$ cat config.mk
export PLATFORM = sky130hd
export DESIGN_NAME = i2c_target_regbank
export DESIGN_NICKNAME = d
export VERILOG_FILES = /design/src/rtl/i2c_target_regbank.sv
export SDC_FILE = /design/constraint.sdc
export NUM_CORES = 1
export LEC_CHECK = 0
export ABC_AREA = 1
export CAP_MARGIN = 25
export CELL_PAD_IN_SITES_DETAIL_PLACEMENT = 1
export CELL_PAD_IN_SITES_GLOBAL_PLACEMENT = 2
export CORE_MARGIN = 2
export CORE_UTILIZATION = 25
export DETAILED_ROUTE_END_ITERATION = 12
export PLACE_DENSITY_LB_ADDON = 0.1
export SLEW_MARGIN = 30
export SYNTH_ARGS = -nofsm -noshare
export SYNTH_HDL_FRONTEND = slang
export SYNTH_SLANG_ARGS = --single-unit
$ cat constraint.sdc
create_clock -name clk_i -period 1.7 [get_ports clk_i]
set_input_delay 0.34 -clock clk_i [delete_from_list [all_inputs] [get_ports clk_i]]
set_output_delay 0.34 -clock clk_i [all_outputs]
set_load 0.02 [all_outputs]
$ cat src/rtl/i2c_target_regbank.sv
// I2C target front end for an external bank of NUM_REGS 8-bit registers.
// Masked address match, repeated START, pointer auto-increment, open-drain SDA enable.
module i2c_target_regbank #(
   parameter int unsigned NUM_REGS    = 256,
   parameter int unsigned SYNC_STAGES = 2,
   parameter int unsigned AUTO_INC    = 1,
   parameter logic [7:0]  RD_FILL     = 8'hFF
) (
   input  logic       clk_i,
   input  logic       rst_i,
   input  logic [6:0] target_addr_i,
   input  logic [6:0] target_mask_i,
   input  logic       scl_i,
   input  logic       sda_i,
   output logic       sda_oe_o,
   output logic       wr_en_o,
   output logic [7:0] wr_addr_o,
   output logic [7:0] wr_data_o,
   output logic [7:0] rd_addr_o,
   input  logic [7:0] rd_data_i,
   output logic       busy_o,
   output logic       stop_o
);

   typedef enum logic [3:0] {
      IDLE, ADDR, IGNORE, ADDR_ACK, PTR, PTR_ACK, WDATA, WDATA_ACK, RDATA, RDATA_ACK
   } state_t;

   state_t state_q, state_d;

   logic [SYNC_STAGES-1:0] scl_sync, sda_sync;
   logic [3:0] bit_cnt;
   logic [7:0] rx_shift, tx_q, ptr_q;
   logic       rw_q, nack_q;
   logic       sda_oe_q, wr_en_q, busy_q, stop_q;
   logic [7:0] wr_addr_q, wr_data_q;

   // Edges are taken between the last two synchroniser stages.
   logic scl_now, scl_old, sda_now, sda_old;
   assign scl_now = scl_sync[SYNC_STAGES-2];
   assign scl_old = scl_sync[SYNC_STAGES-1];
   assign sda_now = sda_sync[SYNC_STAGES-2];
   assign sda_old = sda_sync[SYNC_STAGES-1];

   logic scl_rise, scl_fall, start_det, stop_det;
   assign scl_rise  = scl_now & ~scl_old;
   assign scl_fall  = ~scl_now & scl_old;
   assign start_det = ~sda_now & sda_old & scl_now & scl_old;
   assign stop_det  = sda_now & ~sda_old & scl_now & scl_old;

   logic       byte_done, ptr_in_range, addr_match;
   logic [7:0] rx_next, ptr_inc, rd_val;
   assign byte_done    = (bit_cnt == 4'd8);
   assign ptr_in_range = ({1'b0, ptr_q} < 9'(NUM_REGS));
   assign ptr_inc      = (ptr_q == 8'(NUM_REGS - 1)) ? 8'h00 : ptr_q + 8'd1;
   assign rx_next      = {rx_shift[6:0], sda_now};
   assign addr_match   = (((rx_shift[7:1] ^ target_addr_i) & target_mask_i) == 7'd0);
   assign rd_val       = ptr_in_range ? rd_data_i : RD_FILL;

   // NOTE: next-state defaults to the current state before any branch, so no latch is inferred.
   always_comb begin
      state_d = state_q;
      if (start_det) begin
         state_d = ADDR;
      end else if (stop_det) begin
         state_d = IDLE;
      end else if (scl_fall) begin
         case (state_q)
            ADDR:      if (byte_done) state_d = addr_match ? ADDR_ACK : IGNORE;
            ADDR_ACK:  state_d = rw_q ? RDATA : PTR;
            PTR:       if (byte_done) state_d = PTR_ACK;
            PTR_ACK:   state_d = WDATA;
            WDATA:     if (byte_done) state_d = WDATA_ACK;
            WDATA_ACK: state_d = nack_q ? IGNORE : WDATA;
            RDATA:     if (byte_done) state_d = RDATA_ACK;
            RDATA_ACK: state_d = nack_q ? IGNORE : RDATA;
            default:   state_d = state_q;
         endcase
      end
   end

   // NOTE: synchronisers reset to 1, the idle bus level, so leaving reset never looks like an edge.
   always_ff @(posedge clk_i) begin
      if (rst_i) begin
         scl_sync <= '1;
         sda_sync <= '1;
         state_q  <= IDLE;
      end else begin
         // NOTE: non-blocking assignments keep every register sampling pre-edge values.
         scl_sync <= {scl_sync[SYNC_STAGES-2:0], scl_i};
         sda_sync <= {sda_sync[SYNC_STAGES-2:0], sda_i};
         state_q  <= state_d;
      end
   end

   always_ff @(posedge clk_i) begin
      if (rst_i) begin
         bit_cnt   <= 4'd0;
         rx_shift  <= 8'h00;
         tx_q      <= 8'h00;
         ptr_q     <= 8'h00;
         rw_q      <= 1'b0;
         nack_q    <= 1'b0;
         sda_oe_q  <= 1'b0;
         wr_en_q   <= 1'b0;
         wr_addr_q <= 8'h00;
         wr_data_q <= 8'h00;
         busy_q    <= 1'b0;
         stop_q    <= 1'b0;
      end else begin
         wr_en_q <= 1'b0;
         stop_q  <= 1'b0;
         if (start_det) begin
            bit_cnt  <= 4'd0;
            sda_oe_q <= 1'b0;
         end else if (stop_det) begin
            bit_cnt  <= 4'd0;
            sda_oe_q <= 1'b0;
            busy_q   <= 1'b0;
            stop_q   <= 1'b1;
         end else if (scl_rise) begin
            case (state_q)
               ADDR, PTR, WDATA, RDATA: begin
                  if (!byte_done) begin
                     rx_shift <= rx_next;
                     bit_cnt  <= bit_cnt + 4'd1;
                     if (state_q == WDATA && bit_cnt == 4'd7 && ptr_in_range) begin
                        wr_en_q   <= 1'b1;
                        wr_addr_q <= ptr_q;
                        wr_data_q <= rx_next;
                     end
                  end
               end
               RDATA_ACK: begin
                  nack_q <= sda_now;
                  if (AUTO_INC != 0 && ptr_in_range) ptr_q <= ptr_inc;
               end
               default: ;
            endcase
         end else if (scl_fall) begin
            case (state_q)
               ADDR: begin
                  if (byte_done) begin
                     bit_cnt <= 4'd0;
                     rw_q    <= rx_shift[0];
                     if (addr_match) begin
                        sda_oe_q <= 1'b1;
                        busy_q   <= 1'b1;
                     end
                  end
               end
               ADDR_ACK: begin
                  bit_cnt <= 4'd0;
                  if (rw_q) begin
                     tx_q     <= rd_val;
                     sda_oe_q <= ~rd_val[7];
                  end else begin
                     sda_oe_q <= 1'b0;
                  end
               end
               PTR: begin
                  if (byte_done) begin
                     bit_cnt  <= 4'd0;
                     ptr_q    <= rx_shift;
                     sda_oe_q <= 1'b1;
                  end
               end
               PTR_ACK: sda_oe_q <= 1'b0;
               WDATA: begin
                  if (byte_done) begin
                     bit_cnt  <= 4'd0;
                     nack_q   <= ~ptr_in_range;
                     sda_oe_q <= ptr_in_range;
                  end
               end
               WDATA_ACK: begin
                  sda_oe_q <= 1'b0;
                  if (AUTO_INC != 0 && ptr_in_range) ptr_q <= ptr_inc;
               end
               RDATA: begin
                  if (byte_done) begin
                     bit_cnt  <= 4'd0;
                     sda_oe_q <= 1'b0;
                  end else begin
                     sda_oe_q <= ~tx_q[3'd7 - bit_cnt[2:0]];
                  end
               end
               RDATA_ACK: begin
                  if (!nack_q) begin
                     tx_q     <= rd_val;
                     sda_oe_q <= ~rd_val[7];
                  end else begin
                     sda_oe_q <= 1'b0;
                  end
               end
               default: ;
            endcase
         end
      end
   end

   assign sda_oe_o  = sda_oe_q;
   assign wr_en_o   = wr_en_q;
   assign wr_addr_o = wr_addr_q;
   assign wr_data_o = wr_data_q;
   assign rd_addr_o = ptr_q;
   assign busy_o    = busy_q;
   assign stop_o    = stop_q;

endmodule

==> results of run 1 <==
[worst register-to-register path, delay by kind of cell (launching register included)]
kind	cells	cell delay [ns]
AO/OA/AOI/OAI	1	0.13
AND/OR/NAND/NOR	6	0.73
flip-flops	1	0.42
buffers and inverters	1	0.21
[cells in the mapped netlist]
master	count	area (µm²)
nand2_2	7	43.8
buf_6	4	45.0
clkinv_4	1	8.76
nand3_2	1	10.0
or2_2	3	18.8
buf_4	1	7.51
xor2_1	3	26.3
clkbuf_1	3	11.3
nand3_1	36	180
nor3_2	1	10.0
o22ai_1	3	18.8
buf_2	2	10.0
buf_1	2	7.51
nor2_4	1	11.3
inv_2	5	18.8
o31ai_1	1	7.51
nor2_1	85	319
nor2_2	4	25.0
nand2_1	118	443
a21oi_1	23	115
inv_1	61	229
o21ai_1	7	35.0
nand3_4	1	17.5
o21ai_2	1	8.76
dfxtp_1	58	1160
ha_1	6	75.1
o21ai_0	34	170
nand4_1	3	18.8
xnor2_1	1	8.76
[worst paths after layout]
check	start	endpoint	slack, ns	cells after the start
setup reg to reg	state_q[2]	wr_data_o[4]	0.11	8
hold / removal	busy_o	busy_o	0.46	2
hold reg to reg	busy_o	busy_o	0.46	2
setup / recovery	busy_o	busy_o	0.08	1
[state kept, by name (all words and copies together) (netlist names)]
| register | count |
|---|---|
| bit_cnt | 4 |
| rw_q | 1 |
| sda_sync | 2 |
| busy_o | 1 |
| state_q | 4 |
| sda_oe_o | 1 |
| wr_en_o | 1 |
| wr_addr_o | 8 |
| tx_q | 8 |
| rd_addr_o | 8 |
| wr_data_o | 8 |
| scl_sync | 2 |
| nack_q | 1 |
| rx_shift | 8 |
| stop_o | 1 |
[report_power, final]
part           internal, mW  total, mW  switching (mW)
Combinational         0.159      0.350           0.190
Sequential             1.38       1.40          0.0234
Clock                  1.05       1.67           0.621
Total                  2.59       3.43           0.835
[stage by stage]
step | hold WS (ns) | utilization | TNS, ns | cell area, µm² | cells
5_1_grt | 0.489 | 0.366 | -0.00732 | 4370 | 720
6_report | 0.459 | 0.366 | 0 | 4370 | 720
3_3_place_gp | 0.442 | 0.335 | -0.0481 | 4010 | 703
4_1_cts | 0.465 | 0.358 | 0 | 4280 | 718
3_5_place_dp | 0.452 | 0.335 | -0.385 | 4010 | 703
2_1_floorplan | 0.434 | - | 0 | 3060 | 476
[routing by layer]
metal / share of wire / vias to the layer above
met1: 0.43 / 1517
li1: - / 1673
met2: 0.53 / 30
met5: 0 / -
met4: 0.0097 / 0
met3: 0.031 / 8
[what timing repair did]
| item | in CTS | in global routing |
|---|---|---|
| pin swaps | 0 | 1 |
| setup buffers | 0 | 1 |
| endpoints found under the setup margin | 32 | 47 |
| cloned | 0 | 1 |
| gates resized for setup | 9 | 28 |
[area by class of cell]
class,instances,area [µm²],share of cell area
Clock buffer,13,260,0.0595
Clock inverter,2,12.5,0.00286
Inverter,67,256,0.0586
Multi-Input combinational cell,339,1610,0.369
Sequential cell,58,1170,0.268
Tap cell,147,184,0.0420
Timing Repair Buffer,94,877,0.201
[cells by family after synthesis]
| logic type | Yosys count | share of synthesized area |
|---|---|---|
| xor gates and xnor gates | 4 | 0.0114 |
| AOI/OAI and AO/OA | 69 | 0.116 |
| and+or+nand+nor | 260 | 0.358 |
| adders and majority gates | 6 | 0.0245 |
| DFF | 58 | 0.379 |
| buffers and inverters | 79 | 0.110 |
==> results.cfg, run 1 <==
[timing]
fin_skew_ns = 0.00570
finalCriticalPeriod_ns = 1.62
tightest_slew_ns = 0.305
relSlewSlack = 0.796
rsz0062_at_grt = true
setup_ws_ns = 0.0803
hold_viol = 0
fin_crit_sh = 0.953
max_freq_mhz = 617
drv_slew = 0
setup_viol_count_final = 0

[layout]
final_cell_mix = nand2_1 (116), nor2_1 (85), inv_1 (59)
drive_above_1_share = 0.166
finish.net_count = 601
insertedDiodeCount = 0
area_growth_pct = 42.9
layout_commonest_cell = nand2_1
fillCellCount = 1539

[synthesis]
syn_nets = 508
postSynthAreaPerCell_um2 = 6.43
synth.distinct_cells = 29
yosys_warnings = 0
netlist_instances = 476
ys_ff_latch = 58
syn_area_um2 = 3060
ys_seq_area_frac = 0.379

[clock_network]
htree_levels = 3
cts_hold_buf = 0
cts_root_buf = clkbuf_16
clock_latency_ns = 0.33
cts_tree = yes
clockBufferDepth = 2
cts_sinks = 58
cts_buffers = 9
clk_pin_slew_worst_paths_ns = 0.05

[global_routing]
globalRouteMet3Util = 0.0466
grtUsageTotal = 0.161
grt_pass1_wl_um = 16300
grtUsageMet2 = 0.290
grt_pass1_vias = 3341
use_met1 = 0.183
grt_max_degree = 39
antenna_found_initial = 0
top_usage_layer = met2
grt.overflow.total = 0

[floorplanning]
core_area_um2 = 12000
die_h_um = 115
num_rows = 40
io_pins = 54
start_util = 0.256
die_x_um = 115
dieArea_um2 = 13100

[drt]
drc = 0
drt_iter0_drc = 89
vias_per_cell = 4.48
num_vias = 3228
wl_per_cell_um = 13.8
drt-total-wl_um = 9950
ant_nets = 0
dr.pass1.iters = 6

[place]
gp_congestion = 0.802
hpwl_um = 7490
io_buffers = 53
post-place-ws_ns = -0.0456

[setup_path]
path_delay_family = buffers and inverters
slowest_stage = clkdlybuf4s50_1
worstSetupPathType = reg2out
worstSetupEndpointType = output port
crit_path_max_incr_delay_ns = 0.62
path_buf_inv = 1
cp.arrival_ns = 1.28
cp_cell_sequence = clkdlybuf4s50_1
worstPathMaxFanout = 2
required_ns = 1.36
cp-start-kind = register

[min_path]
hold_class = reg2reg

[run]
cap_violations = 0

[power_and_ir_drop]
ir_drop_uv = 411
total_power_mw = 3.43
powerDensity_nw_per_um2 = 784
leakagePower_nw = 2.01

[outcome]
outcome = finished, final reports clean
Power figures use the tool's default switching activity.
==> inputs of run 2 (changes only) <==
- CORE_MARGIN: 2 -> unset
- TNS_END_PERCENT: unset -> 5
==> results.cfg, run 2 (synthesis gave the netlist of run 1 again) <==
[outcome]
outcome = finished, final reports clean

[power_and_ir_drop]
swShare = 0.247
leakagePower_nw = 2.03
combPwrFrac = 0.101
intPower_mw = 2.60
p_switching_mw = 0.854
total_power_mw = 3.46
pwr-share-clk = 0.493
seqPwrFrac = 0.406
powerDensity_nw_per_um2 = 788
ir_drop_uv = 486

[clock_network]
clk_pin_slew_worst_paths_ns = 0.05
clock_latency_ns = 0.34
htree_levels = 3
cts_buffers = 9
cts_sinks = 58
cts_root_buf = clkbuf_16
clockBufferDepth = 2
cts_tree = yes
cts_hold_buf = 0

[floorplanning]
start_util = 0.256
dieArea_um2 = 12700
io_pins = 54
core_area_um2 = 12000
num_rows = 40
die_x_um = 113
die_h_um = 113

[drt]
ant_nets = 0
drt-total-wl_um = 9630
vias_per_cell = 4.48
dr.pass1.iters = 4
drc = 0
drt_iter0_drc = 91
num_vias = 3247
wl_per_cell_um = 13.3

[min_path]
hold_start = busy_o
hold_class = reg2reg
hold_path_end = busy_o
holdPathStages = 2

[setup_path]
path_delay_family = buffers and inverters
reg2reg_from = scl_sync[1]
crit_path_max_incr_delay_ns = 0.62
worstSetupEndpointType = output port
path_buf_inv = 1
cp.arrival_ns = 1.29
cp_cell_sequence = clkdlybuf4s50_1
worstSetupPathType = reg2out
worstPathMaxFanout = 2
rrSetupSlack_ns = 0.10
cp-start-kind = register
r2r_end = rd_addr_o[5]
required_ns = 1.36
slowest_stage = clkdlybuf4s50_1
reg2reg_depth = 11

[timing]
tightest_slew_ns = 0.326
tns_ns = 0
setup_viol_count_final = 0
fin_hold_ws_ns = 0.458
max_freq_mhz = 615
finalCriticalPeriod_ns = 1.63
fin_skew_ns = 0.00640
hold_viol = 0
rsz0062_at_grt = true
relSlewSlack = 0.782
fin_crit_sh = 0.956
drv_slew = 0

[layout]
insertedDiodeCount = 0
layout_commonest_cell = nand2_1
final_core_util = 0.367
finish.net_count = 604
drive_above_1_share = 0.175
final_cell_mix = nand2_1 (116), nor2_1 (82), inv_1 (60)
area_growth_pct = 43.2

[run]
cap_violations = 0

[global_routing]
grt_max_degree = 39
grt_pass1_vias = 3455
grt.overflow.total = 0
grt_pass1_wl_um = 16500
antenna_found_initial = 0
grtUsageTotal = 0.168

[place]
io_buffers = 53
hpwl_um = 7500
gp_congestion = 0.835
## run 2: cell count changes in the layout (fill, tap and decap cells not counted), moves of 2 or more
| cell | change |
|---|---|
| buf_4 | +3 |
| nand3_1 | -2 |
| nand3_2 | +3 |
| nor2_1 | -3 |
| nor2_2 | +4 |
## run 2: worst max-delay path by stage
stage | from | to | cells past startpoint
6_report | wr_data_o[1] | wr_data_o[1] | 1
5_1_grt | scl_sync[1] | wr_data_o[2] | 12
4_1_cts | rd_addr_o[7] | rd_addr_o[7] | 1
3_5_place_dp | target_addr_i[4] | sda_oe_o | 10
3_3_place_gp | target_addr_i[4] | sda_oe_o | 10
2_1_floorplan | bit_cnt[0] | rd_addr_o[6] | 11
## run 2: metal layers
layer / part of all wire / up-vias / track usage / wire length [µm]
met4: 0.021 / 0 / 0.0773 / 199
met3: 0.029 / 15 / 0.0378 / 280
met5: 0 / - / 0 / 0
li1: - / 1679 / - / -
met1: 0.44 / 1510 / 0.189 / 4260
met2: 0.51 / 43 / 0.300 / 4880
## run 2: power by group through the flow
stage | Combinational [mW] | Clock [mW] | Sequential [mW]
final | 0.349 | 1.70 | 1.40
after global routing | 0.395 | 1.83 | 1.41
after CTS | 0.348 | 1.76 | 1.40
after detailed placement | 0.349 | 0 | 1.43
after global placement | 0.345 | 0 | 1.43
after floorplan | 0.161 | 0 | 1.43
## run 2: timing repair
action | in CTS | in global routing
endpoints found under the setup margin | 10 | 50
gates resized for setup | 8 | 28
pin swaps | 0 | 2
gates cloned | 0 | 0
buffers inserted | 0 | 2
## run 2: final cells by class
cell class | instances | area, µm²
tap | 147 | 184
timing repair buffer | 97 | 886
fill | 1532 | 7580
inverter | 67 | 256
clock buffer | 12 | 256
clock inverter | 4 | 26.3
multi-input combinational | 339 | 1610
sequential | 58 | 1170
## run 2: per-stage QoR
stage,area [µm²],std cells,worst slack (ns)
2_1_floorplan,3060,476,0.0528
3_3_place_gp,4040,706,-0.0110
3_5_place_dp,4040,706,-0.0538
4_1_cts,4310,722,0.0177
5_1_grt,4390,724,-0.0139
6_report,4390,724,0.0742
==> inputs of run 3 (changes only) <==
- GPL_ROUTABILITY_DRIVEN: unset -> 0
- SLEW_MARGIN: 30 -> unset
==> results of run 3 <==
No change in the layout: final DEF, timing and power equal those of run 2.
